[src/rtl/spike_train_if.sv]
// ---------------------------------------------------------------------------
// Module      : spike_train_if
// Description : Request / pulse-train bundle between sequencer and generator.
// Revision    : 1.0 - initial release
// ---------------------------------------------------------------------------
`default_nettype none

interface spike_train_if #(
    parameter int CNT_W = 3
);
    logic             start;
    logic [CNT_W-1:0] count1;
    logic [CNT_W-1:0] count2;
    logic             en_u;
    logic             spike1;
    logic             spike2;
    logic             busy;
    logic             done;

    modport master (
        output start, count1, count2,
        input  en_u, spike1, spike2, busy, done
    );

    modport slave (
        input  start, count1, count2,
        output en_u, spike1, spike2, busy, done
    );
endinterface

`default_nettype wire

[src/rtl/spike_train_gen.sv]
// ---------------------------------------------------------------------------
// Module      : spike_train_gen
// Description : Emits programmed, edge-separated spike bursts inside an enable window.
// Revision    : 1.0 - initial release
// ---------------------------------------------------------------------------
`default_nettype none

module spike_train_gen #(
    parameter int CNT_W    = 3,
    parameter int LEAD_CYC = 2,
    parameter int HIGH_CYC = 1,
    parameter int LOW_CYC  = 1,
    parameter int TAIL_CYC = 3
) (
    input  wire logic       clk,
    input  wire logic       rst_n,
    spike_train_if.slave    bus
);

    localparam logic [7:0]       c_lead = 8'(LEAD_CYC);
    localparam logic [7:0]       c_high = 8'(HIGH_CYC);
    localparam logic [7:0]       c_low  = 8'(LOW_CYC);
    localparam logic [7:0]       c_tail = 8'(TAIL_CYC);
    localparam logic [CNT_W-1:0] c_one  = CNT_W'(1);

    typedef enum logic [2:0] {
        S_IDLE = 3'd0,
        S_LEAD = 3'd1,
        S_HIGH = 3'd2,
        S_LOW  = 3'd3,
        S_TAIL = 3'd4,
        S_DONE = 3'd5
    } state_t;

    state_t           r_state;
    logic [7:0]       r_phase;
    logic [CNT_W-1:0] r_rem1;
    logic [CNT_W-1:0] r_rem2;
    logic             w_any_rem;
    logic             w_phase_end;

    assign w_any_rem   = (r_rem1 != '0) || (r_rem2 != '0);
    assign w_phase_end = (r_phase == 8'd1);

    // Outputs are assigned alongside the state they belong to, so they are
    // valid in the same cycle the new state becomes current.
    always_ff @(posedge clk) begin
        if (!rst_n) begin
            r_state    <= S_IDLE;
            r_phase    <= 8'd0;
            r_rem1     <= '0;
            r_rem2     <= '0;
            bus.en_u   <= 1'b0;
            bus.spike1 <= 1'b0;
            bus.spike2 <= 1'b0;
            bus.busy   <= 1'b0;
            bus.done   <= 1'b0;
        end else begin
            case (r_state)
                S_IDLE: begin
                    if (bus.start) begin
                        r_rem1   <= bus.count1;
                        r_rem2   <= bus.count2;
                        r_phase  <= c_lead;
                        r_state  <= S_LEAD;
                        bus.en_u <= 1'b1;
                        bus.busy <= 1'b1;
                    end
                end
                S_LEAD, S_LOW: begin
                    if (w_phase_end) begin
                        if (w_any_rem) begin
                            r_state    <= S_HIGH;
                            r_phase    <= c_high;
                            bus.spike1 <= (r_rem1 != '0);
                            bus.spike2 <= (r_rem2 != '0);
                        end else begin
                            r_state <= S_TAIL;
                            r_phase <= c_tail;
                        end
                    end else begin
                        r_phase <= r_phase - 8'd1;
                    end
                end
                S_HIGH: begin
                    if (w_phase_end) begin
                        // Exhausted channels stay at zero rather than wrapping.
                        if (r_rem1 != '0) r_rem1 <= r_rem1 - c_one;
                        if (r_rem2 != '0) r_rem2 <= r_rem2 - c_one;
                        r_state    <= S_LOW;
                        r_phase    <= c_low;
                        bus.spike1 <= 1'b0;
                        bus.spike2 <= 1'b0;
                    end else begin
                        r_phase <= r_phase - 8'd1;
                    end
                end
                S_TAIL: begin
                    if (w_phase_end) begin
                        r_state  <= S_DONE;
                        r_phase  <= 8'd1;
                        bus.en_u <= 1'b0;
                        bus.done <= 1'b1;
                    end else begin
                        r_phase <= r_phase - 8'd1;
                    end
                end
                S_DONE: begin
                    r_state  <= S_IDLE;
                    r_phase  <= 8'd0;
                    bus.done <= 1'b0;
                    bus.busy <= 1'b0;
                end
                default: begin
                    r_state    <= S_IDLE;
                    r_phase    <= 8'd0;
                    bus.en_u   <= 1'b0;
                    bus.spike1 <= 1'b0;
                    bus.spike2 <= 1'b0;
                    bus.busy   <= 1'b0;
                    bus.done   <= 1'b0;
                end
            endcase
        end
    end

endmodule

`default_nettype wire

[src/flat_wrapper.sv]
// flat-port wrapper written by rule: the top's interface ports become plain ports
module spike_train_gen_flat 
#(
    parameter int CNT_W    = 3,
    parameter int LEAD_CYC = 2,
    parameter int HIGH_CYC = 1,
    parameter int LOW_CYC  = 1,
    parameter int TAIL_CYC = 3
)
  (clk, rst_n, bus_start, bus_count1, bus_count2, bus_en_u, bus_spike1, bus_spike2, bus_busy, bus_done);
  spike_train_if #(.CNT_W(CNT_W)) bus_i ();
  input  wire logic clk;
  input  wire logic rst_n;
  input wire logic [$bits(bus_i.start)-1:0] bus_start;
  input wire logic [$bits(bus_i.count1)-1:0] bus_count1;
  input wire logic [$bits(bus_i.count2)-1:0] bus_count2;
  output wire logic [$bits(bus_i.en_u)-1:0] bus_en_u;
  output wire logic [$bits(bus_i.spike1)-1:0] bus_spike1;
  output wire logic [$bits(bus_i.spike2)-1:0] bus_spike2;
  output wire logic [$bits(bus_i.busy)-1:0] bus_busy;
  output wire logic [$bits(bus_i.done)-1:0] bus_done;
  assign bus_i.start = bus_start;
  assign bus_i.count1 = bus_count1;
  assign bus_i.count2 = bus_count2;
  assign bus_en_u = bus_i.en_u;
  assign bus_spike1 = bus_i.spike1;
  assign bus_spike2 = bus_i.spike2;
  assign bus_busy = bus_i.busy;
  assign bus_done = bus_i.done;
  spike_train_gen #(.CNT_W(CNT_W), .LEAD_CYC(LEAD_CYC), .HIGH_CYC(HIGH_CYC), .LOW_CYC(LOW_CYC), .TAIL_CYC(TAIL_CYC)) u_core (.clk(clk), .rst_n(rst_n), .bus(bus_i));
endmodule
[config.mk]
export PLATFORM = sky130hd
export DESIGN_NAME = spike_train_gen_flat
export DESIGN_NICKNAME = d
export VERILOG_FILES = /design/src/rtl/spike_train_if.sv /design/src/rtl/spike_train_gen.sv /design/src/flat_wrapper.sv
export SDC_FILE = /design/constraint.sdc
export NUM_CORES = 1
export LEC_CHECK = 0
export ABC_AREA = 0
export CAP_MARGIN = 20
export CORE_MARGIN = 4
export CORE_UTILIZATION = 25
export CTS_BUF_LIST = sky130_fd_sc_hd__clkbuf_4 sky130_fd_sc_hd__clkbuf_8
export DETAILED_ROUTE_END_ITERATION = 6
export PLACE_DENSITY = 0.39
export SYNTH_ARGS = -nofsm -noshare
export SYNTH_HDL_FRONTEND = slang
export SYNTH_SLANG_ARGS = --single-unit
[constraint.sdc]
create_clock -name clk -period 4.4 [get_ports clk]
set_clock_uncertainty 0.2 [all_clocks]
set_input_delay 0.44 -clock clk [delete_from_list [all_inputs] [get_ports clk]]
set_output_delay 0.44 -clock clk [all_outputs]
set_load 0.01 [all_outputs]
Word level (Yosys, flattened, before mapping)
Index checks and enable logic that the tools add are counted.

Register bits after elaboration: 22. Latch bits: 0. Bits in writable memories: 0. Memory bits (read-only): 0. Output and inout bits: 5. Word-level logic and storage cells: 78. Memories: 0.

$add $sub $neg: 3. $mul: 0. Divide/modulo/power cells: 0. Magnitude comparators: 0. Equal/unequal tests: 13. Shifts and indexed selects: 0. Muxes and demuxes: 31. Bitwise logic cells: 4. Reductions and logical operators: 18.

Operator list (count): $mux 3 (11); $mux 8 (3); $pmux 8 s3 (1); $reduce_and 4->1 (4); $ne 2x1->1 const B (6); $pmux 3 s2 (2); $pmux 3 s4 (1); $reduce_or 4->1 (3); $pmux 1 s3 (3); $eq 8x1->1 const B (1); $sub 8x1->8 const B (1); $mux 1 (7); $eq 3x2->1 const B (2); $eq 3x3->1 const B (2); $reduce_bool 3->1 (2); $sub 3x1->3 const B (2); $not 1->1 (4); $pmux 1 s2 (2); $reduce_and 2->1 (2); $reduce_or 2->1 (2); $eq 3x1->1 const B (1); $logic_not 3->1 (1); $reduce_and 3->1 (1); $reduce_or 3->1 (1); 4 further kinds (4).

Longest topological paths before layout
Gate-level depths: netlist of the first run.

Depth in word-level cells: 5. Gate-level depth with buffers: 6. Gate-level depth less buffers: 6.

Worst setup path after synthesis of the first run
OpenSTA, ideal clock, no wires.

Path type: reg2reg. Start point: reg u_core.r_phase[0]. End point: reg u_core.r_rem1[0]. Setup time: 0.084 ns. Data arrival time: 1.900 ns. Path slack: 2.215 ns. Cell stages (with the launch flop): 6. Buffers on the path: 0. Clock period less this slack: 2.185 ns. Cell sequence: dfxtp_1 ha_1 or4b_4 or4_4 a21bo_1 o31ai_2.

Longest elaborated chain between the ends: 3.

Ends and longest elaborated chain: start, declared (RTL line spike_train_gen.sv:36) `logic [7:0] r_phase;`; start signal, assigned (RTL line spike_train_gen.sv:64) `r_phase <= c_lead;`; start signal, assigned (RTL line spike_train_gen.sv:74) `r_phase <= c_high;`; start signal, assigned (RTL line spike_train_gen.sv:79) `r_phase <= c_tail;`; $eq 8x1->1 (RTL line spike_train_gen.sv:43) `assign w_phase_end = (r_phase == 8'd1);`; $ne 2x1->1 (no line); $reduce_and 4->1 (no line); end signal, assigned (RTL line spike_train_gen.sv:62) `r_rem1 <= bus.count1;`; end signal, assigned (RTL line spike_train_gen.sv:88) `if (r_rem1 != '0) r_rem1 <= r_rem1 - c_one;`; end, declared (RTL line spike_train_gen.sv:37) `logic [CNT_W-1:0] r_rem1;`.

Every way passes these cells. A chain may end at the register's enable or synchronous reset.

Worst setup path after layout of the first run
Start point: reg u_core.r_state[1]. End point: reg u_core.r_rem1[0].

Longest elaborated chain between the ends: 3. Elaborated cells between the ends (all ways): 8. Classes of those cells: eq/ne: 4; mux: 1; reduce/logical: 3.

Ends and longest elaborated chain: start, declared (RTL line spike_train_gen.sv:35) `state_t r_state;`; start signal, assigned (RTL line spike_train_gen.sv:49) `r_state <= S_IDLE;`; start signal, assigned (RTL line spike_train_gen.sv:65) `r_state <= S_LEAD;`; start signal, assigned (RTL line spike_train_gen.sv:73) `r_state <= S_HIGH;`; $eq 3x2->1 / $logic_not 3->1 (equally long branches) (RTL line spike_train_gen.sv:59) `case (r_state)`; $ne 2x1->1 (no line), or another cell as far along; $reduce_and 4->1 (no line).

Parallel ways exist; a longest one is shown, timed or not.

==> impl_metrics.py, run 1 <==
metrics = {
    "sta": {
        "timing.final.setup_violations": 0,
        "finalHoldViolCount": 0,
        "worst_slew_margin_rel_pct": 59.1,
        "post_route_fraction_of_the_period_consumed_by_the_critical_path_pct": 53.5,
        "post-route-min-period_ps": 2350,
        "finalSetupTns_ps": 0,
        "postLayoutSetupSlackWorst_ps": 2050,
        "maximum_clock_rate_ghz": 0.425,
        "finalMaxSlewViolations": 0,
        "timing_worst_slew_pin_value_ps": 608,
        "setup_repair_after_global_routing_missed_its_margin": "no",
        "finalHoldWorstSlack_ps": 279,
    },
    "finish": {
        "antenna_cells": 0,
        "nets_finish": 188,
        "synthToLayoutAreaGrowth_pct": 19.9,
        "final.fill_count": 533,
        "share_of_layout_cells_above_drive_strength_1_pct": 6.40,
    },
    "synth": {
        "syn-mean-instance-area_um2": 8.02,
        "synth_area_leader_cell": "dfxtp_1",
        "ys_top_cells_by_count": "dfxtp_1, nor2_1, a21oi_1",
        "syn_inst": 160,
        "ys_dominant_reg_cell": "dfxtp_1",
        "async_reset_ff_share_pct": 0,
        "post_synth_main_area_contributors": "dfxtp_1, ha_1, nor2_1, a21oi_1, nand4_1",
        "ys_seq_area_share_pct": 34.3,
        "post-synth-top-area-fraction_pct": 34.3,
        "synth-seq-cells": 22,
        "syn-cell-area_mm2": 0.00128,
        "synth.net_count": 175,
        "synth_enable_flop_cells": 0,
        "yosysMostFrequentCell": "dfxtp_1",
        "synth_warnings": 0,
        "synthDistinctLibCells": 44,
    },
    "die": {
        "floorplan.rows": 25,
        "floorplan.die.width_um": 79.6,
        "initial_core_utilization_pct": 26.5,
        "fp.dieArea_mm2": 0.00634,
        "boundary_pin_count": 14,
        "chipHeight_um": 79.6,
        "floorplan_core_area_mm2": 0.00485,
    },
    "critical_path": {
        "cp-start-kind": "flop",
        "worst-path-max-fanout": 18,
        "required_worst_endpoint_ps": 4390,
        "worst-endpoint-arrival_ps": 2340,
        "endpoint_kind": "flop",
        "timing.setup.critical_path_class": "flop to flop",
    },
    "clock_network": {
        "total_cts_buffers": 3,
        "clock_transition_at_the_registers_of_the_reported_paths_ps": 80,
        "ctsLongestPathBuffers": 2,
        "number_of_clock_sinks": 22,
        "cts_max_level": 1,
        "postCtsResizedCells": 0,
        "number_of_buffers_added_to_fix_hold_violations_after_cts": 0,
        "tritoncts": "yes",
        "ctsRootBufferMaster": "clkbuf_8",
        "post-cts-setup-buffers": 0,
        "clkLatencyLatePin_ps": 260,
    },
    "global_route": {
        "grt_pass1_wl_mm": 5.57,
        "global_route.overflow_total": 0,
        "grt_pass1_vias": 1134,
        "antenna_found_initial": 0,
        "grt_start_max_net_pins": 19,
        "global_route_usage_sum_pct": 11.2,
    },
    "power": {
        "vdd_ir_drop_max_uv": 131,
        "p_total_w": 0.000534,
        "leakagePower_nw": 0.544,
        "powerDensity_mw_per_mm2": 347,
    },
    "route": {
        "drc_errors": 0,
        "drt.antenna.violating_nets": 0,
        "detailed_route_wl_mm": 3.35,
        "routed_via_density": 4.92,
        "detail_route.wl_per_cell_um": 14.0,
        "drt_iter0_drc": 67,
        "route.vias.total": 1175,
        "drt-pass1-iter-count": 4,
    },
    "place": {
        "detailed_place_hpwl_mm": 2.51,
        "place_congestion": 0.782,
        "pre_cts_ws_ps": 2050,
        "place.port_buffers": 13,
    },
    "run_status": {
        "outcome": "finished clean",
    },
    "job": {
        "max_cap_viol_count": 0,
    },
    "hold_path": {
        "hold_path_class": "flop to flop",
    },
}
## state kept, by name, summed over array words and instances, names as in the netlist
name,flops
u_core.bus.done,1
u_core.r_rem1,3
u_core.bus.spike1,1
u_core.bus.busy,1
u_core.r_state,3
u_core.bus.spike2,1
u_core.bus.en_u,1
u_core.r_phase,8
u_core.r_rem2,3
## cell type report
type                       count  area [µm²]  share of cell area [%]
clock buffer                   4        55.1                    3.58
inverter                      10        37.5                    2.44
multi-input combinational    121         776                    50.4
sequential                    22         440                    28.6
tap                           67        83.8                    5.45
timing repair buffer          15         145                    9.44
## stage by stage
| stage | cell area, µm² | std cells | util [%] |
|---|---|---|---|
| after detailed placement | 1480 | 235 | 30.6 |
| after global routing | 1540 | 239 | 31.7 |
| after CTS | 1540 | 239 | 31.7 |
| final | 1540 | 239 | 31.7 |
| after floorplan | 1280 | 160 | - |
| after global placement | 1480 | 235 | 30.6 |
## power by group
group,leakage (nW),switching (W),internal (W)
Clock,0.0288,0.0000711,0.0000799
Combinational,0.335,0.0000820,0.0000618
Sequential,0.180,0.0000222,0.000217
## worst max-delay path, cell delays in order, from the launching register on
cell	delay, ps
dfxtp_1	690
or3b_1	520
or4_4	480
a21bo_1	230
o31ai_2	160
## cells by family after synthesis
group	share of synthesized area, %
simple gates	29.5
buf+inv	5.17
fa+ha+maj	5.85
xor+xnor	2.73
compound gates	20.9
mux	1.56
flops	34.3
## path summary, 6_finish.rpt
check             slack (ps)         startpoint                end  cells past startpoint
hold reg to reg          280  u_core.bus.spike2  u_core.bus.spike2                      2
hold / removal           280  u_core.bus.spike2  u_core.bus.spike2                      2
setup reg to reg        2050  u_core.r_state[1]   u_core.r_rem1[0]                      4
setup / recovery        2050  u_core.r_state[1]   u_core.r_rem1[0]                      4
## routing by layer
metal	GRT usage, %	up-vias	part of all wire, %	wire length (µm)
met3	2.14	4	3.1	104
met2	16.2	18	43	1430
met5	0	-	0	0
met1	16.4	541	53	1790
met4	3.78	0	0.95	32
li1	-	612	-	-
## cells in the final DEF (no fill, tap or decap), drive strengths merged, types with 2 or more instances in the layout
cell type	instances
o32ai	2
inv	10
nor3b	3
nor4	2
ha	6
a21oi	11
nor3	7
or4	2
clkdlybuf4s50	13
nand3	6
a21boi	2
dfxtp	22
xor2	3
nand4	8
nand2	10
o31ai	3
buf	2
nor2	20
mux2i	2
nor2b	2
o21ai	9
a311oi	2
and2	2
a31oi	2
clkbuf	4
Power figures use the tool's default switching activity.
==> run 2, diff against run 1 <==
==> constraint.sdc (replaced) <==
create_clock -name clk -period 2.35 [get_ports clk]
set_clock_uncertainty 0.2 [all_clocks]
set_input_delay 0.235 -clock clk [delete_from_list [all_inputs] [get_ports clk]]
set_output_delay 0.235 -clock clk [all_outputs]
set_load 0.01 [all_outputs]
==> impl_metrics.py, run 2 (synthesis results as in run 1) <==
metrics = {
    "power": {
        "cellInternalPower_w": 0.000692,
        "vdd_ir_drop_max_uv": 230,
        "p_switching_w": 0.000335,
        "share_seq_of_total_power_pct": 42.9,
        "clock_power_share_pct": 27.6,
        "p_comb_share_pct": 29.6,
        "leakagePower_nw": 0.604,
        "swShare_pct": 32.6,
        "powerDensity_mw_per_mm2": 627,
    },
    "place": {
        "place.port_buffers": 13,
        "pre_cts_ws_ps": 25.1,
        "detailed_place_hpwl_mm": 2.69,
        "place_congestion": 0.778,
    },
    "clock_network": {
        "ctsRootBufferMaster": "clkbuf_8",
        "tritoncts": "yes",
        "number_of_clock_sinks": 22,
        "ctsLongestPathBuffers": 2,
        "total_cts_buffers": 3,
        "cts_max_level": 1,
        "clock_transition_at_the_registers_of_the_reported_paths_ps": 90,
        "clkLatencyLatePin_ps": 260,
    },
    "sta": {
        "postLayoutSetupSlackWorst_ps": 68.1,
        "timing.final.setup_violations": 0,
        "post-route-min-period_ps": 2280,
        "worst_slew_margin_rel_pct": 64.1,
        "finalHoldWorstSlack_ps": 264,
        "timing_worst_slew_pin_value_ps": 533,
        "finalHoldViolCount": 0,
        "finalSetupTns_ps": 0,
        "post_route_fraction_of_the_period_consumed_by_the_critical_path_pct": 97.1,
        "finalMaxSlewViolations": 0,
        "maximum_clock_rate_ghz": 0.438,
    },
    "finish": {
        "final_core_utilization_pct": 33.8,
        "antenna_cells": 0,
        "mostFrequentLayoutCells": "nor2_1, dfxtp_1, buf_4",
        "largest_register_ff_count": 8,
        "final.fill_count": 518,
        "nets_finish": 200,
        "share_of_layout_cells_above_drive_strength_1_pct": 14.7,
        "regMostFlops": "u_core.r_phase",
        "synthToLayoutAreaGrowth_pct": 27.8,
    },
    "critical_path": {
        "path_cells": "inv_1 -> ha_2 -> or4b_4 -> or4_4 -> a21bo_1 -> o31ai_2",
        "endpoint_kind": "flop",
        "timing.setup.critical_path_class": "flop to flop",
        "max_incr_delay_on_cp_ps": 520,
        "required_worst_endpoint_ps": 2330,
        "worst-path-max-fanout": 4,
        "critPathBufInv": 1,
        "cp-start-kind": "flop",
        "critPathTopFamily": "simple AND/OR/NAND/NOR gates",
        "worst-endpoint-arrival_ps": 2260,
        "critical_path.slowest_cell": "or4_4",
    },
    "route": {
        "detailed_route_wl_mm": 3.60,
        "drt_iter0_drc": 46,
        "route.vias.total": 1259,
        "drc_errors": 0,
        "drt.antenna.violating_nets": 0,
        "drt-pass1-iter-count": 4,
        "detail_route.wl_per_cell_um": 14.3,
        "routed_via_density": 5.02,
    },
    "global_route": {
        "global_route.overflow_total": 0,
        "grt_pass1_wl_mm": 6.09,
        "antenna_found_initial": 0,
        "grt_start_max_net_pins": 18,
        "global_route_usage_sum_pct": 12.0,
        "grt_pass1_vias": 1277,
    },
    "job": {
        "max_cap_viol_count": 0,
    },
    "die": {
        "initial_core_utilization_pct": 26.5,
        "floorplan.rows": 25,
        "chipHeight_um": 79.6,
        "floorplan.die.width_um": 79.6,
        "fp.dieArea_mm2": 0.00634,
        "boundary_pin_count": 14,
        "floorplan_core_area_mm2": 0.00485,
    },
    "run_status": {
        "outcome": "finished clean",
    },
    "hold_path": {
        "hold_path_class": "flop to flop",
    },
}
[run 2: changes by cell type in the layout (fill, tap and decap cells not counted), sizes merged]
cell / previous run / this run
buf: 2 / 14
[run 2: power groups by stage]
| stage | Sequential [W] | Clock, W | Combinational (W) |
|---|---|---|---|
| final | 0.000440 | 0.000283 | 0.000304 |
| after global routing | 0.000446 | 0.000313 | 0.000343 |
| after CTS | 0.000439 | 0.000297 | 0.000301 |
| after detailed placement | 0.000448 | 0 | 0.000299 |
| after global placement | 0.000447 | 0 | 0.000301 |
| after floorplan | 0.000442 | 0 | 0.000190 |
[run 2: final timing paths]
check	from	end	slack, ps	depth (start not counted)
setup / recovery	u_core.r_phase[1]	u_core.r_rem1[0]	70	6
hold / removal	u_core.r_rem2[1]	u_core.r_rem2[1]	260	2
setup reg to reg	u_core.r_phase[1]	u_core.r_rem1[0]	70	6
hold reg to reg	u_core.r_rem2[1]	u_core.r_rem2[1]	260	2
[run 2: timing repair]
action / CTS / global route
setup endpoints to repair: 0 / 3
setup buffers: 0 / 1
gates resized for setup: 0 / 4
hold buffers: 0 / 0
[run 2: tightest hold or removal path, cell delays in order (launching register included)]
cell and delay [ps]:
dfxtp_1 320, nand2_1 50, mux2i_1 60
[run 2: layout make-up]
cell class                 instances  area, µm²  share of cell area (%)
multi-input combinational        121        785                    47.9
sequential                        22        443                    27.0
timing repair buffer              27        235                    14.4
tap                               67       83.8                    5.11
clock buffer                       4       55.1                    3.36
inverter                          10       37.5                    2.29
[run 2: per-stage QoR]
stage / cell area (µm²) / std cells / total power [W]
after floorplan: 1280 / 160 / 0.000631
after global placement: 1570 / 246 / 0.000748
after detailed placement: 1570 / 246 / 0.000747
after CTS: 1620 / 250 / 0.00104
after global routing: 1640 / 251 / 0.00110
final: 1640 / 251 / 0.00103
[run 2: metal layers]
metal	GRT usage, %	up-vias	wire (µm)
li1	-	633	-
met1	17.0	597	1720
met2	18.5	27	1680
met3	2.03	2	170
met4	3.61	0	27
met5	0	-	0
==> run 3, diff against run 2 <==
--- a/config.mk
+++ b/config.mk
@@ -12,6 +12,7 @@
 export CTS_BUF_LIST = sky130_fd_sc_hd__clkbuf_4 sky130_fd_sc_hd__clkbuf_8
 export DETAILED_ROUTE_END_ITERATION = 6
 export PLACE_DENSITY = 0.39
+export REMOVE_ABC_BUFFERS = 1
 export SYNTH_ARGS = -nofsm -noshare
 export SYNTH_HDL_FRONTEND = slang
 export SYNTH_SLANG_ARGS = --single-unit
==> impl_metrics.py, run 3 (synthesis results as in run 1) <==
metrics = {
    "run_status": {
        "outcome": "finished clean",
    },
    "hold_path": {
        "hold_path_class": "flop to flop",
        "min_to": "u_core.r_rem2[1]",
        "worstHoldStart": "u_core.r_rem2[1]",
        "holdPathStages": 2,
    },
    "critical_path": {
        "worst-path-max-fanout": 4,
        "timing.setup.critical_path_class": "flop to flop",
        "path_length_in_cells_of_the_critical_path": 7,
        "endpoint_kind": "flop",
        "reg2reg_to": "u_core.r_rem1[1]",
        "critical_path.slowest_cell": "or4_4",
        "cp-start-kind": "flop",
        "path_cells": "inv_2 -> ha_2 -> or4b_4 -> or4_4 -> buf_4 -> a21oi_1 -> a311oi_1",
        "required_worst_endpoint_ps": 2300,
        "worst-endpoint-arrival_ps": 2230,
        "logic_depth_of_the_worst_register_to_register_path": 7,
        "reg2reg_slack_ps": 70,
        "critPathTopFamily": "simple AND/OR/NAND/NOR gates",
        "rr_startpoint": "u_core.r_phase[1]",
        "critPathBufInv": 2,
        "max_incr_delay_on_cp_ps": 520,
    },
    "route": {
        "route.vias.total": 1219,
        "drt-pass1-iter-count": 4,
        "drt.antenna.violating_nets": 0,
        "drt_iter0_drc": 122,
        "detail_route.wl_per_cell_um": 14.2,
        "routed_via_density": 4.96,
        "detailed_route_wl_mm": 3.50,
        "drc_errors": 0,
    },
    "sta": {
        "post-route-min-period_ps": 2280,
        "worst_slew_margin_rel_pct": 58.1,
        "timing.final.setup_violations": 0,
        "finalHoldViolCount": 0,
        "finalMaxSlewViolations": 0,
        "timing_worst_slew_pin_value_ps": 622,
        "post_route_fraction_of_the_period_consumed_by_the_critical_path_pct": 97.0,
        "finalSetupTns_ps": 0,
        "maximum_clock_rate_ghz": 0.439,
        "setup_repair_after_global_routing_missed_its_margin": "no",
    },
    "place": {
        "place.detailed.instances": 241,
        "place_congestion": 0.786,
        "place.port_buffers": 13,
        "detailed_place_hpwl_mm": 2.58,
    },
    "clock_network": {
        "number_of_clock_sinks": 22,
        "number_of_buffers_added_to_fix_hold_violations_after_cts": 0,
        "tritoncts": "yes",
        "clkLatencyLatePin_ps": 270,
        "clock_transition_at_the_registers_of_the_reported_paths_ps": 90,
        "cts_max_level": 1,
        "total_cts_buffers": 3,
        "ctsRootBufferMaster": "clkbuf_8",
        "ctsLongestPathBuffers": 2,
    },
    "die": {
        "initial_core_utilization_pct": 26.5,
        "chipHeight_um": 79.6,
        "fp.dieArea_mm2": 0.00634,
        "floorplan.rows": 25,
        "boundary_pin_count": 14,
        "floorplan.die.width_um": 79.6,
        "floorplan_core_area_mm2": 0.00485,
    },
    "global_route": {
        "grt_start_max_net_pins": 17,
        "grt_pass1_wl_mm": 5.70,
        "antenna_found_initial": 0,
        "grt_most_used_layer": "met2",
        "met3_usage_in_global_routing_pct": 3.16,
        "globalRouteMet1Util_pct": 16.3,
        "global_route.overflow_total": 0,
        "global_route_usage_sum_pct": 11.6,
        "grt_pass1_vias": 1181,
        "met2_usage_pct": 17.4,
    },
    "finish": {
        "share_of_layout_cells_above_drive_strength_1_pct": 12.8,
        "synthToLayoutAreaGrowth_pct": 24.9,
        "final_core_utilization_pct": 33.0,
        "final-instance-count-excl-fill": 246,
        "largest_register_ff_count": 8,
        "antenna_cells": 0,
        "nets_finish": 195,
        "regMostFlops": "u_core.r_phase",
        "mostFrequentLayoutCells": "nor2_1, dfxtp_1, clkdlybuf4s50_1",
    },
    "power": {
        "vdd_ir_drop_max_uv": 277,
        "p_total_w": 0.00102,
        "powerDensity_mw_per_mm2": 638,
        "leakagePower_nw": 0.578,
    },
    "job": {
        "max_cap_viol_count": 0,
    },
}
[run 3: cell count changes in the layout (fill, tap and decap cells not counted)]
cell   delta
buf_4     -5
inv_1     -1
inv_2     +1
[run 3: how the worst max path moves through the flow]
| stage | start | to |
|---|---|---|
| 3_3_place_gp | u_core.r_phase[0] | u_core.r_rem1[0] |
| 3_5_place_dp | u_core.r_phase[0] | u_core.r_rem1[0] |
| 4_1_cts | u_core.r_phase[1] | u_core.r_rem1[0] |
| 5_1_grt | u_core.r_phase[1] | u_core.r_rem1[1] |
| 6_report | u_core.r_phase[1] | u_core.r_rem1[1] |
| 2_1_floorplan | u_core.r_phase[0] | u_core.r_rem1[0] |
[run 3: stage by stage]
| stage | setup slack [ps] | hold WS [ps] | cell area [µm²] |
|---|---|---|---|
| after floorplan | 165 | 157 | 1250 |
| after global placement | 99.7 | 251 | 1530 |
| after detailed placement | 43.4 | 259 | 1530 |
| after CTS | 1.54 | 271 | 1590 |
| after global routing | 7.27 | 300 | 1600 |
| final | 70.6 | 266 | 1600 |
[run 3: power breakdown]
group	leakage (nW)	internal [W]	switching [W]
combinational	0.368	0.000126	0.000171
clock	0.0288	0.000150	0.000136
sequential	0.181	0.000408	0.0000322
total	0.578	0.000683	0.000338
[run 3: per-layer routing]
| layer | share of wire (%) | wire [µm] | vias up |
|---|---|---|---|
| met5 | 0 | 0 | - |
| met4 | 0.77 | 27 | 0 |
| met3 | 5.8 | 203 | 4 |
| met2 | 44 | 1530 | 26 |
| met1 | 49 | 1730 | 559 |
| li1 | - | - | 630 |
[run 3: timing repair]
action,in CTS,in global routing
setup buffers,0,1
gates resized for setup,2,3
endpoints found under the setup margin,1,4
pin swaps,0,2
[run 3: cell type report]
cell class,instances,area [µm²]
fillers,525,3250
multi-input cells,121,785
flip-flops and latches,22,443
repair buffers,22,198
well taps,67,83.8
clock buffers,4,55.1
inverters,10,37.5
[run 3: worst register-to-register path, stage by stage, from the launching register on]
cell and delay, ps:
dfxtp_2 350, inv_2 60, ha_2 170, or4b_4 480, or4_4 520, buf_4 160
a21oi_1 150, a311oi_1 60
